[config.mk]
export PLATFORM = sky130hd
export DESIGN_NAME = pixel_loader
export DESIGN_NICKNAME = d
export VERILOG_FILES = /design/src/rtl/mnist_pkg.sv /design/src/rtl/gap_timer.sv /design/src/rtl/pixel_loader.sv
export SDC_FILE = /design/constraint.sdc
export NUM_CORES = 1
export LEC_CHECK = 0
export CAP_MARGIN = 40
export CORE_MARGIN = 2
export CORE_UTILIZATION = 30
export DETAILED_ROUTE_END_ITERATION = 7
export DONT_BUFFER_PORTS = 1
export GPL_TIMING_DRIVEN = 0
export PLACE_DENSITY = 0.42
export RECOVER_POWER = 50
export SETUP_SLACK_MARGIN = 0.1
export SLEW_MARGIN = 0
export SYNTH_ARGS = -nofsm -noshare
export SYNTH_HDL_FRONTEND = slang
export SYNTH_SLANG_ARGS = --single-unit
[constraint.sdc]
create_clock -name clk -period 2.2 [get_ports clk]
set_input_delay 0.33 -clock clk [delete_from_list [all_inputs] [get_ports clk]]
set_output_delay 0.33 -clock clk [all_outputs]
set_load 0.02 [all_outputs]
[src/rtl/mnist_pkg.sv]
// Shared constants and FSM encoding for the MNIST pixel path.
// The inference controller imports the same definitions.
package mnist_pkg;
  localparam int         MNIST_NUM_PIXELS = 784;
  localparam logic [7:0] MNIST_SYNC_BYTE  = 8'hA5;
  localparam int         PIX_ADDR_W       = 12;

  typedef enum logic [1:0] {
    ST_IDLE  = 2'd0,
    ST_LOAD  = 2'd1,
    ST_FLUSH = 2'd2,
    ST_READY = 2'd3
  } ldr_state_e;
endpackage

[src/rtl/gap_timer.sv]
// Saturating idle-gap counter; expired flags TIMEOUT-1 non-accept cycles since the last clear.
module gap_timer #(
  parameter int TIMEOUT = 50000
) (
  input  logic clk,
  input  logic rst_n,
  input  logic clear,
  input  logic enable,
  output logic expired
);
  localparam int            CW    = $clog2(TIMEOUT + 1);
  localparam logic [CW-1:0] LIMIT = CW'(TIMEOUT - 1);

  logic [CW-1:0] r_cnt;

  always_ff @(posedge clk or negedge rst_n) begin
    if (!rst_n)                         r_cnt <= '0;
    else if (clear)                     r_cnt <= '0;
    else if (enable && (r_cnt != LIMIT)) r_cnt <= r_cnt + CW'(1);
  end

  assign expired = (r_cnt == LIMIT);
endmodule

[src/rtl/pixel_loader.sv]
// Frames a byte stream (sync byte + NUM_PIXELS pixels) into pixel RAM writes
// and holds image_ready until the consumer acknowledges the image.
module pixel_loader
  import mnist_pkg::*;
#(
  parameter int         NUM_PIXELS = MNIST_NUM_PIXELS,
  parameter logic [7:0] SYNC_BYTE  = MNIST_SYNC_BYTE,
  parameter int         TIMEOUT    = 50000
) (
  input  logic                  clk,
  input  logic                  rst_n,
  input  logic                  in_valid,
  input  logic [7:0]            in_data,
  output logic                  in_ready,
  input  logic                  done_ack,
  output logic                  wr_en,
  output logic [PIX_ADDR_W-1:0] wr_addr,
  output logic [7:0]            wr_data,
  output logic                  image_ready,
  output logic                  frame_err
);
  ldr_state_e            r_state, w_next;
  logic [PIX_ADDR_W-1:0] r_idx;
  logic [PIX_ADDR_W-1:0] r_wr_addr;
  logic [7:0]            r_wr_data;
  logic                  r_wr_en, r_frame_err;
  logic                  w_acc, w_sync, w_last, w_load, w_expired, w_timeout;

  assign in_ready  = (r_state == ST_IDLE) || (r_state == ST_LOAD);
  assign w_acc     = in_valid && in_ready;
  assign w_load    = (r_state == ST_LOAD);
  assign w_sync    = (r_state == ST_IDLE) && w_acc && (in_data == SYNC_BYTE);
  assign w_last    = (r_idx == PIX_ADDR_W'(NUM_PIXELS - 1));
  // An accept in the expiring cycle keeps the frame alive.
  assign w_timeout = w_load && !w_acc && w_expired;

  gap_timer #(.TIMEOUT(TIMEOUT)) u_gap (
    .clk     (clk),
    .rst_n   (rst_n),
    .clear   (w_acc || !w_load),
    .enable  (w_load && !w_acc),
    .expired (w_expired)
  );

  always_ff @(posedge clk or negedge rst_n) begin
    if (!rst_n) r_state <= ST_IDLE;
    else        r_state <= w_next;
  end

  always_comb begin
    w_next = r_state;
    case (r_state)
      ST_IDLE:  if (w_sync) w_next = ST_LOAD;
      ST_LOAD: begin
        if (w_acc && w_last) w_next = ST_FLUSH;
        else if (w_timeout)  w_next = ST_IDLE;
      end
      ST_FLUSH: w_next = ST_READY;
      ST_READY: if (done_ack) w_next = ST_IDLE;
      default:  w_next = ST_IDLE;
    endcase
  end

  always_ff @(posedge clk or negedge rst_n) begin
    if (!rst_n) begin
      r_idx       <= '0;
      r_wr_en     <= 1'b0;
      r_wr_addr   <= '0;
      r_wr_data   <= '0;
      r_frame_err <= 1'b0;
    end else begin
      r_wr_en     <= w_load && w_acc;
      r_frame_err <= w_timeout;
      if (w_sync || w_timeout) begin
        r_idx <= '0;
      end else if (w_load && w_acc) begin
        r_wr_addr <= r_idx;
        r_wr_data <= in_data;
        // Index parks on the last address; the next sync clears it.
        if (!w_last) r_idx <= r_idx + PIX_ADDR_W'(1);
      end
    end
  end

  assign wr_en       = r_wr_en;
  assign wr_addr     = r_wr_addr;
  assign wr_data     = r_wr_data;
  assign frame_err   = r_frame_err;
  assign image_ready = (r_state == ST_READY);
endmodule
==> summary.txt, run 1 <==
outcome - complete, no violations
Final Wtd Congestion - 0.754
Area growth syn-to-layout - 10.9%
final setup skew - 11.4 ps
final net count - 279
Crit path max-delay family - simple AND/OR/NAND/NOR gates
core area - 7770 sq um
worst-margin pin slew - 1310 ps
Syn Nets - 270
worst skew pair latency - 310 ps
sequential fraction of design power - 59.7%
via count - 1,823
Cell Pwr Density - 813 nW/um^2
Avg Cell Area, Syn - 9.44 sq um
starting DRC count in detailed routing - 62
DP Wirelength - 3.78 mm
max-cap check violation count - 0
Setup CP Type - reg -> reg
Initial DRT Pass Iterations - 4
#FFs+latches synth - 52
Die Wd - 93.7 um
period utilization - 86.9%
die height - 93.7 um
antenna diode count - 0
post-layout min period - 1910 ps
antenna violations before repair - 0
Clk network pwr share - 27.0%
Final Hold Vio Count - 0
Setup violations, final - 0
WL/cell - 14.8 um
clk sink count - 52
Critical Path Max Stage Delay - 470 ps
DRC Markers - 0
post-synth cell types - 37
post-synthesis cell area - 2420 sq um
Pins Over Slew Limit - 0
most frequent cells in the layout - 64 x nand2_1, 52 x dfrtp_1, 27 x nor2_1
P_sw - 0.724 mW
Leak - 1.19 nW
VDD IR max - 0.237 mV
CTS root buf - clkbuf_8
I/O Buffers - 0
Final Total Pwr - 2.18 mW
DRT antenna net count - 0
Syn Inst Count - 256
via/cell ratio - 4.95
post-CTS setup buffer count - 0
Logic pwr share - 13.4%
worst path cell trace - nand4b_2, or3_4, or4_1, a21oi_1
htree depth - 2
vias in the first global route - 1,821
RSZ-0062 raised after global routing - no
clk buf depth - 2
TritonCTS Buffers - 5
commonest non-fill, non-tap cell in the layout - nand2_1
Finished Core Util - 34.5%
std cell rows - 32
crit end category - register
sw frac - 33.3%
max_slew headroom - 12.4%
total gr overflow - 0
HP Class - in -> reg
share of layout cells above drive strength 1 - 6.02%
crit path max fanout - 7
Total Neg Setup Slack - 0 ps
sequential-to-total area share from yosys stat - 53.9%
critical path arrival - 2150 ps
Buf/Inv on CP - 0
clock slew at reported path FFs - 100 ps
placed cell count - 358
Initial Util - 31.1%
global-route wire length before repair - 9.54 mm
Pint - 1.45 mW
CTS tree - yes
non-filler cells, final - 368
Ports - 36
final WL - 5.46 mm
crit path launch type - register
Fmax achieved - 523 MHz
Slowest-stage cell, CP - or4_1
largest net degree at the start of global routing - 53
DIE AREA - 8790 sq um
GRT Util Overall - 13.8%
Req. time, crit path - 2440 ps
count of warnings emitted by yosys - 0
Yosys cell counts:
library cell	instances	share of area [%]
a211oi_1	1	0.31
a21oi_1	6	1.2
a311oi_1	2	0.73
a31oi_1	2	0.52
and2_1	2	0.52
and3_1	4	1.0
and4_1	4	1.4
and4b_1	2	0.83
buf_1	1	0.16
buf_2	1	0.21
clkbuf_1	5	0.78
clkinv_1	1	0.16
dfrtp_1	52	54
ha_1	2	1.0
inv_1	7	1.1
mux2_2	1	0.47
mux2i_1	1	0.41
nand2_1	64	9.9
nand2b_1	1	0.26
nand3_1	10	2.1
nand3b_1	1	0.31
nand4_1	9	2.3
nand4b_2	1	0.62
nor2_1	27	4.2
nor3_1	4	0.83
nor3b_1	2	0.62
nor4_1	4	1.0
nor4b_1	3	1.1
nor4bb_1	3	1.2
o21ai_0	7	1.4
o22ai_1	1	0.26
o31ai_1	1	0.31
or3_1	1	0.26
or3_4	1	0.47
or4_1	1	0.31
xnor2_1	14	5.1
xor2_1	7	2.5
flip-flops by register name, summed over array words and instances (netlist names), named ones only:
signal	cells
wr_en	1
u_gap.r_cnt	16
r_state	1
r_idx	12
wr_data	8
wr_addr	12
frame_err	1
cell type report:
class                      instances  area (sq um)
buffer                             7          27.5
clock buffer                       6          82.6
clock inverter                     2          10.0
fill                             816          5090
inverter                           8          30.0
multi-input combinational        189          1080
sequential                        52          1300
tap                              102           128
timing repair buffer               2          15.0
per-stage QoR:
stage	area (sq um)	hold slack, ps	setup slack [ps]
floorplan	2420	34.4	486
global placement	2540	35.6	-28.2
detailed placement	2540	35.6	-9.62
CTS	2680	119	141
global route	2680	121	156
finish	2680	128	287
final timing paths:
check	from	to	slack (ps)	cells after the start
worst max-delay path	register	r_idx[11]$_DFFE_PN0P_	290	4
worst min-delay path	in_data[2]	wr_data[2]$_DFFE_PN0P_	130	2
worst max register to register	register	r_idx[11]$_DFFE_PN0P_	290	4
worst min register to register	r_idx[11]$_DFFE_PN0P_	wr_addr[11]$_DFFE_PN0P_	560	2
max in group asynchronous	rst_n	u_gap.r_cnt[3]$_DFFE_PN0P_	530	2
min in group asynchronous	rst_n	wr_addr[5]$_DFFE_PN0P_	870	2
repair_timing:
| item | 4_1_cts | 5_1_grt |
|---|---|---|
| hold buffers | 2 | 0 |
| cloned | 0 | 0 |
| resized for setup | 1 | 4 |
| endpoints found under the setup margin | 10 | 11 |
| endpoints found under the hold margin | 52 | 0 |
power by group through the flow:
| stage | Combinational (mW) | Sequential (mW) | Clock, mW |
|---|---|---|---|
| floorplan | 0.219 | 1.28 | 0 |
| global placement | 0.265 | 1.31 | 0 |
| detailed placement | 0.269 | 1.32 | 0 |
| CTS | 0.300 | 1.30 | 0.612 |
| global route | 0.354 | 1.33 | 0.650 |
| finish | 0.291 | 1.30 | 0.587 |
worst register-to-register path, delay by kind of cell (launching register included):
kind	cells	cell delay (ps)
compound gates	1	150
flops	1	450
simple gates	3	1240
cells by family (layout without fill, tap and decap cells):
family                   after synthesis  after routing  synth area share, %
adder cells (fa/ha/maj)                2              2                 1.04
buffers and inverters                 15             25                 2.38
XOR/XNOR                              21             21                 7.61
AO/OA/AOI/OAI                         20             20                 4.82
AND/OR/NAND/NOR                      144            144                 29.4
flip-flops                            52             52                 53.9
multiplexers                           2              2                0.880
per-layer routing:
layer / global-route usage [%] / routed length [um] / part of all wire (%) / up-vias
li1: - / - / - / 890
met1: 20.7 / 2830 / 52 / 890
met2: 19.0 / 2210 / 41 / 37
met3: 3.85 / 339 / 6.2 / 6
met4: 4.35 / 76 / 1.4 / 0
met5: 0 / 0 / 0 / -
Power figures use the tool's default switching activity.
==> run 2, diff against run 1 <==
- SKIP_LAST_GASP: unset -> 1
==> results of run 2 <==
Final layout, timing and power as in run 1 (identical DEF).
==> run 3, diff against run 2 <==
- TNS_END_PERCENT: unset -> 10
==> results of run 3 <==
Final layout, timing and power as in run 1 (identical DEF).
